File: src/rtl/pwm_duty_ramp_if.sv
// pwm_duty_ramp_if: target-duty valid/ready handshake between a duty source and the ramp
interface pwm_duty_ramp_if #(parameter int R = 8);
  logic [R:0] target_duty;
  logic       target_valid;
  logic       target_ready;
  modport master (output target_duty, target_valid, input target_ready);
  modport slave  (input target_duty, target_valid, output target_ready);
endinterface

File: src/rtl/pwm_duty_ramp.sv
// pwm_duty_ramp: slews a registered PWM duty toward an accepted target in fixed steps at a programmable rate
module pwm_duty_ramp #(
  parameter int R          = 8,
  parameter int TIMER_BITS = 16
) (
  input  logic                  clk,
  input  logic                  reset_n,
  pwm_duty_ramp_if.slave        tgt_if,
  input  logic [R:0]            step,
  input  logic [TIMER_BITS-1:0] interval,
  input  logic                  hold,
  output logic [R:0]            duty,
  output logic                  busy,
  output logic                  done
);
  typedef enum logic [1:0] {IDLE, RAMP_UP, RAMP_DOWN} state_t;
  localparam logic [R:0] FULL = {1'b1, {R{1'b0}}};
  state_t                state, state_n;
  logic [R:0]            tgt, tgt_n, duty_n;
  logic [TIMER_BITS-1:0] cnt, cnt_n;
  logic                  done_n;
  logic [R:0]            sat, step_eff, dn_diff, up_next, dn_next, stepped;
  logic [R+1:0]          up_sum;
  logic                  tick;
  assign sat      = tgt_if.target_duty > FULL ? FULL : tgt_if.target_duty;
  assign step_eff = step == '0 ? {{R{1'b0}}, 1'b1} : step;
  assign up_sum   = {1'b0, duty} + {1'b0, step_eff};
  assign up_next  = up_sum > {1'b0, tgt} ? tgt : up_sum[R:0];
  assign dn_diff  = duty - step_eff;
  assign dn_next  = (duty < step_eff || dn_diff < tgt) ? tgt : dn_diff;
  assign stepped  = state == RAMP_UP ? up_next : dn_next;
  assign tick     = cnt == interval;
  assign tgt_if.target_ready = state == IDLE;
  assign busy     = state != IDLE;
  // Next-state, counter and duty update: accept in IDLE, step on each interval tick unless held
  always_comb begin
    state_n = state;
    tgt_n   = tgt;
    cnt_n   = cnt;
    duty_n  = duty;
    done_n  = 1'b0;
    if (state == IDLE) begin
      if (tgt_if.target_valid) begin
        tgt_n   = sat;
        cnt_n   = '0;
        state_n = sat > duty ? RAMP_UP : sat < duty ? RAMP_DOWN : IDLE;
        done_n  = sat == duty;
      end
    end else if (!hold) begin
      cnt_n = tick ? '0 : cnt + 1'b1;
      if (tick) begin
        duty_n = stepped;
        if (stepped == tgt) begin
          state_n = IDLE;
          done_n  = 1'b1;
        end
      end
    end
  end
  // State registers; reset abandons any ramp and forces duty to zero
  always_ff @(posedge clk or negedge reset_n) begin
    if (!reset_n) begin
      state <= IDLE;
      tgt   <= '0;
      cnt   <= '0;
      duty  <= '0;
      done  <= 1'b0;
    end else begin
      state <= state_n;
      tgt   <= tgt_n;
      cnt   <= cnt_n;
      duty  <= duty_n;
      done  <= done_n;
    end
  end
endmodule

File: src/flat_wrapper.sv
// flat-port wrapper written by rule: the top's interface ports become plain ports
module pwm_duty_ramp_flat 
#(
  parameter int R          = 8,
  parameter int TIMER_BITS = 16
)
  (clk, reset_n, step, interval, hold, duty, busy, done, tgt_if_target_duty, tgt_if_target_valid, tgt_if_target_ready);
  pwm_duty_ramp_if #(.R(R)) tgt_if_i ();
  input  logic clk;
  input  logic reset_n;
  input  logic [R:0] step;
  input  logic [TIMER_BITS-1:0] interval;
  input  logic hold;
  output logic [R:0] duty;
  output logic busy;
  output logic done;
  input wire logic [$bits(tgt_if_i.target_duty)-1:0] tgt_if_target_duty;
  input wire logic [$bits(tgt_if_i.target_valid)-1:0] tgt_if_target_valid;
  output wire logic [$bits(tgt_if_i.target_ready)-1:0] tgt_if_target_ready;
  assign tgt_if_i.target_duty = tgt_if_target_duty;
  assign tgt_if_i.target_valid = tgt_if_target_valid;
  assign tgt_if_target_ready = tgt_if_i.target_ready;
  pwm_duty_ramp #(.R(R), .TIMER_BITS(TIMER_BITS)) u_core (.clk(clk), .reset_n(reset_n), .tgt_if(tgt_if_i), .step(step), .interval(interval), .hold(hold), .duty(duty), .busy(busy), .done(done));
endmodule
File: config.mk
export PLATFORM = sky130hd
export DESIGN_NAME = pwm_duty_ramp_flat
export DESIGN_NICKNAME = d
export VERILOG_FILES = /design/src/rtl/pwm_duty_ramp_if.sv /design/src/rtl/pwm_duty_ramp.sv /design/src/flat_wrapper.sv
export SDC_FILE = /design/constraint.sdc
export NUM_CORES = 1
export LEC_CHECK = 0
export ABC_CLOCK_PERIOD_IN_PS = 5220
export BUFFER_PORTS_ARGS = -buffer_cell sky130_fd_sc_hd__buf_4
export CELL_PAD_IN_SITES_DETAIL_PLACEMENT = 1
export CELL_PAD_IN_SITES_GLOBAL_PLACEMENT = 2
export CORE_ASPECT_RATIO = 1.5
export CORE_MARGIN = 5
export CORE_UTILIZATION = 36
export DETAILED_ROUTE_END_ITERATION = 12
export GPL_TIMING_DRIVEN = 0
export PLACE_DENSITY_LB_ADDON = 0.2
export SYNTH_ARGS = -nofsm -noshare
export SYNTH_HDL_FRONTEND = slang
export SYNTH_SLANG_ARGS = --single-unit
File: constraint.sdc
create_clock -name clk -period 5.22 [get_ports clk]
set_input_delay 0 -clock clk [delete_from_list [all_inputs] [get_ports clk]]
set_output_delay 0 -clock clk [all_outputs]
set_load 0.005 [all_outputs]
# After elaboration in Yosys (flattened, before gate mapping)
# Cells that the tools add are included.
totals:
  reg_bits: 37
  in_bits: 38
  output_inout_bits: 12
classes:
  addsub: 3
  n_lt_le_gt_ge: 6
  n_eq_ne: 6
  mux: 21
  n_bitwise: 2
  n_reduce_logical: 10
ops:
  columns: ["cell", "n"]
  rows:
  - ["two-way mux 16 bit", 4]
  - ["two-way mux 9 bit", 5]
  - ["< comparator 9 bit", 3]
  - ["equality test 9 bit", 2]
  - ["adder 16 x 1 -> 16 bit, second input constant", 1]
  - ["equality test 16 bit", 1]
  - ["two-way mux 2 bit", 7]
  - ["adder 9 x 9 -> 10 bit", 1]
  - ["greater-than comparator 10 x 9 -> 1 bit", 1]
  - ["greater-than comparator 9 bit", 1]
  - ["greater-than comparator 9 bit, second input constant", 1]
  - ["zero test 9 bit", 1]
  - ["subtractor 9 bit", 1]
  - ["nonzero test 2 bit", 3]
  - ["two-way mux 1 bit", 5]
  - ["AND reduction 2 bit", 2]
  - ["AND reduction 4 bit", 1]
  - ["AND reduction 3 bit", 1]
  - ["equality test 2 x 1 -> 1 bit, second input constant", 1]
  - ["zero test 2 bit", 1]
  - ["!= test 2 x 1 -> 1 bit, second input constant", 1]
  - ["!= test 2 bit, second input constant", 1]
  - ["inverter 1 bit", 2]
  - ["logical OR 1 bit", 1]

# Depth between registers and ports, before layout
logic_depth:
  ltp_word: 12
  mapped_depth: 20
  mapped_depth_nobuf: 19

# Worst setup path before layout
# Ideal clock, no wire load.
synth_timing:
  kind: "register -> register"
  start: "reg u_core.duty[1]"
  end: "reg u_core.state[0]"
  setup_ns: 0.148
  t_arrival_ns: 3.826
  path_slack_ns: 1.247
  stages_incl_launch_ff: 15
  period_less_slack_ns: 3.973
  path_cell_list: "dfrtp_1 ha_1 or2b_1 a2111oi_0 o22ai_1 xor2_1 ha_1 a2111oi_0 o21ai_1 o211a_1 or3_1 a32oi_1 o211ai_1 nor4_2 a41oi_1"
synth_between:
  elab_chain_len: 8
synth_lines:
  columns: ["element", "line_no", "text"]
  rows:
  - ["start: declaration", "pwm_duty_ramp.sv:12", "output logic [R:0] duty,"]
  - ["start signal: assignment", "pwm_duty_ramp.sv:72", "duty <= duty_n;"]
  - ["subtractor 9 bit", "pwm_duty_ramp.sv:29", "assign dn_diff = duty - step_eff;"]
  - ["< comparator 9 bit", "pwm_duty_ramp.sv:30", "assign dn_next = (duty < step_eff || dn_diff < tgt) ? tgt : dn_diff;"]
  - ["logical OR 1 bit", "pwm_duty_ramp.sv:30", null]
  - ["two-way mux 9 bit", "pwm_duty_ramp.sv:30", null]
  - ["two-way mux 9 bit", "pwm_duty_ramp.sv:31", "assign stepped = state == RAMP_UP ? up_next : dn_next;"]
  - ["equality test 9 bit", "pwm_duty_ramp.sv:53", "if (stepped == tgt) begin"]
  - ["nonzero test 2 bit (no line)", null, null]
  - ["AND reduction 4 bit (no line)", null, null]
  - ["end signal: assignment", "pwm_duty_ramp.sv:69", "state <= state_n;"]
  - ["end: declaration", "pwm_duty_ramp.sv:18", "state_t state, state_n;"]
# Several ways; a longest one is shown, not always the timed one. The select of a mux whose other input is x is not followed.
# A chain may end at the register's enable or synchronous reset.

# Worst setup path after layout
layout_timing:
  start: "reg u_core.duty[4]"
  end: "reg u_core.state[0]"
# The elaborated chain is that of the path after synthesis.

==> impl_metrics.py <==
metrics = {
    "sta": {
        "relSlewSlack_pct": 42.0,
        "worst_pin_slew_ps": 848,
        "fin_crit_ps": 4920,
        "finalMaxSlewViolations": 0,
        "setup_tns_ps": 0,
        "fin_skew_ps": 4.63,
        "fmax_mhz": 203,
        "setup_viol": 0,
        "period_share_pct": 94.3,
        "whs_ps": 63.7,
        "hold_viol_final": 0,
        "rsz0062_at_grt": "no",
        "fin_ws_ps": 298,
    },
    "cts": {
        "cts_buffers": 5,
        "post_cts.repair.setup_buffers": 0,
        "clock_path_buffers": 2,
        "htree_levels": 2,
        "clk_latency_ps": 280,
        "cts_tree": "built",
        "clkTransAtPathRegs_ps": 60,
        "cts_root_buf": "clkbuf_16",
        "clkSinkCount": 37,
    },
    "placed_design": {
        "dp_slack_ps": -179,
        "globalplace.congestion": 0.830,
        "hpwlAfterDp_um": 10600,
        "io_buffers": 49,
        "post_dp_cell_area_um2": 4380,
    },
    "final_layout": {
        "final_nets": 589,
        "area_growth_pct": 18.8,
        "seq_area_um2": 926,
        "design_area_um2": 4550,
        "multi_input_area_um2": 2710,
        "num-fill-cells": 1297,
        "drive_above_1_share_pct": 17.8,
        "antennaDiodeCount": 0,
    },
    "floorplan": {
        "pin_count": 50,
        "die_x_um": 94.2,
        "core_area_um2": 10500,
        "num_rows": 46,
        "initial_core_util_pct": 36.6,
        "dieHeight_um": 136,
        "die-area_um2": 12800,
    },
    "route": {
        "ant_nets": 0,
        "totalWireLength_um": 12300,
        "vias": 3504,
        "via_per_inst": 5.43,
        "drc": 0,
        "dr.pass1.iters": 4,
        "wl_per_cell_um": 19.1,
        "drtIter0Drc": 97,
    },
    "critical_path": {
        "max_stage_delay_ps": 490,
        "critPathMaxFanout": 5,
        "critical_path.cell_chain": "ha_1, or2_2, a211oi_1, o31a_1, xor2_1, inv_1, ha_1, a2111oi_1, o21ai_1, o211a_1, or3_1, a32oi_1, o211ai_1, nor4_4, a41oi_1",
        "start_kind": "register",
        "path_class": "reg -> reg",
        "worstPathArrival_ps": 5050,
        "cp.required_ps": 5350,
        "cp_top_family": "compound AO/OA/AOI/OAI gates",
        "cpMostUsedCell": "ha_1",
        "crit_path_end_kind": "register",
        "slowest_stage": "dfrtp_1",
        "crit_buf_inv": 1,
    },
    "pwr": {
        "clkPwrFrac_pct": 29.5,
        "p_leak_nw": 2.11,
        "swShare_pct": 34.9,
        "p_int_uw": 657,
        "p_total_mw": 1.01,
        "power.switching_uw": 352,
        "powerDensity_nw_per_um2": 222,
        "ir_worst_vdd_mv": 0.144,
        "combPwrFrac_pct": 36.3,
        "seq_power_share_pct": 34.2,
    },
    "yosys": {
        "synth_async_sr_flop_share_pct": 100,
        "synth_top_area_share_pct": 24.2,
        "synthTopCellsByArea": "dfrtp_1 24%, ha_1 16%, xor2_1 6.6%",
        "synth_cell_type_count": 70,
        "synth_nets": 532,
        "yosys_warnings": 0,
        "ys_ff_latch": 37,
        "syn-cell-area_um2": 3830,
        "syn_avg_cell_area_um2": 8.63,
        "ys_seq_area_share_pct": 24.2,
        "synth-edff-count": 0,
        "yosys.area.top_type": "dfrtp_1",
        "synthFlopType": "dfrtp_1",
        "synth_cells": 444,
    },
    "min_path": {
        "worst_hold_path_type": "in -> reg",
    },
    "grt": {
        "grtUsageTotal_pct": 19.9,
        "grt_pass1_vias": 3772,
        "grt_overflow_total": 0,
        "grt_pass1_wl_um": 19300,
        "grt_max_degree": 38,
        "antenna_found_initial": 0,
    },
    "status": {
        "outcome": "complete, no violations",
    },
    "flow_run": {
        "cap_violations": 0,
    },
}
Yosys cell counts (2+ instances only):
library cell	count
o22a_1	3
a21o_2	2
fa_1	2
a211o_1	3
a41oi_1	3
a32oi_1	2
o21ai_0	27
nor3_1	5
ha_1	48
a22oi_1	2
nor2b_1	13
o31ai_1	4
o211a_1	3
or2_2	4
nand3_1	6
inv_1	38
nand4_1	7
and2_1	3
nor2_1	29
nand3b_1	2
xor2_1	29
a21o_1	5
nand2b_1	6
xnor2_1	16
buf_2	2
or4_1	2
o21a_1	4
or3b_1	2
nand2_1	22
a21oi_1	20
and3_1	4
a31oi_1	3
o211ai_1	8
clkbuf_1	12
a2111oi_0	5
a211oi_1	4
mux2_2	10
or3_1	8
nor4_1	5
dfrtp_1	37
o21ai_1	2
o22ai_1	3
o21bai_1	2
final cells by class:
type	count	area share [%]
Multi-Input combinational cell	353	59.6
Sequential cell	37	20.3
Timing Repair Buffer	50	8.30
Tap cell	144	3.96
Clock buffer	7	3.13
Inverter	38	3.13
Buffer	16	1.54
metrics by stage:
stage | cells | utilization, %
after floorplan | 444 | -
after global placement | 637 | 41.8
after detailed placement | 637 | 41.8
after CTS | 645 | 43.3
after global routing | 645 | 43.4
final | 645 | 43.4
state kept, by name, indices dropped and copies added, names as in the netlist:
| name | count |
|---|---|
| u_core.duty | 9 |
| u_core.cnt | 16 |
| u_core.tgt | 9 |
| u_core.done | 1 |
| u_core.state | 2 |
timing repair:
action,in CTS,in global routing
hold endpoints to repair,37,0
resized for setup,1,3
cloned,0,0
hold buffers,1,0
setup endpoints to repair,3,3
worst reg2reg max path, stage by stage, from the launching register on:
cell and delay [ps]:
dfrtp_1 490, ha_1 390, or2_2 310, a211oi_1 490, o31a_1 240, xor2_1 340, inv_1 80, ha_1 210
a2111oi_1 430, o21ai_1 130, o211a_1 250, or3_1 410, a32oi_1 240, o211ai_1 160, nor4_4 430, a41oi_1 180
power by group through the flow:
stage,Sequential (mW),Combinational (mW),Clock (mW)
3_5_place_dp,0.350,0.359,0
3_3_place_gp,0.348,0.347,0
6_report,0.345,0.366,0.298
2_1_floorplan,0.339,0.244,0
4_1_cts,0.345,0.363,0.305
5_1_grt,0.350,0.407,0.318
cells by family after synthesis:
logic type	synth area share, %
simple gates	18.5
mux	2.94
fa+ha+maj	16.7
flops	24.2
xor+xnor	10.3
compound gates	21.8
buf+inv	5.55
routing by layer:
metal	global-route usage, %	up-vias	wire length [um]
li1	-	1698	-
met1	19.3	1737	4370
met2	41.3	51	7210
met3	2.21	18	313
met4	7.71	0	432
met5	0	-	0
final timing paths:
kind	from	end	slack, ps	cells past startpoint
max	u_core.duty[4]	u_core.state[0]	300	15
min	hold	u_core.cnt[0]	60	4
max reg2reg	u_core.duty[4]	u_core.state[0]	300	15
min reg2reg	u_core.tgt[2]	u_core.tgt[2]	550	1
max in group asynchronous	reset_n	u_core.cnt[13]	4640	2
min in group asynchronous	reset_n	u_core.cnt[1]	220	2
placed cells by master, fill, tap and decap left out, drive strengths merged, types with 6 or more instances in the layout:
master / Yosys / final
a21o: 7 / 7
a21oi: 20 / 20
buf: 4 / 53
clkbuf: 12 / 19
dfrtp: 37 / 37
ha: 48 / 48
inv: 38 / 38
mux2: 10 / 10
nand2: 22 / 22
nand2b: 6 / 6
nand3: 6 / 6
nand4: 7 / 7
nor2: 30 / 30
nor2b: 13 / 13
nor3: 6 / 6
nor4: 6 / 6
o211ai: 8 / 8
o21ai: 30 / 30
or3: 9 / 9
xnor2: 16 / 16
xor2: 29 / 29
Note: power is estimated with default switching activity, not from simulation.
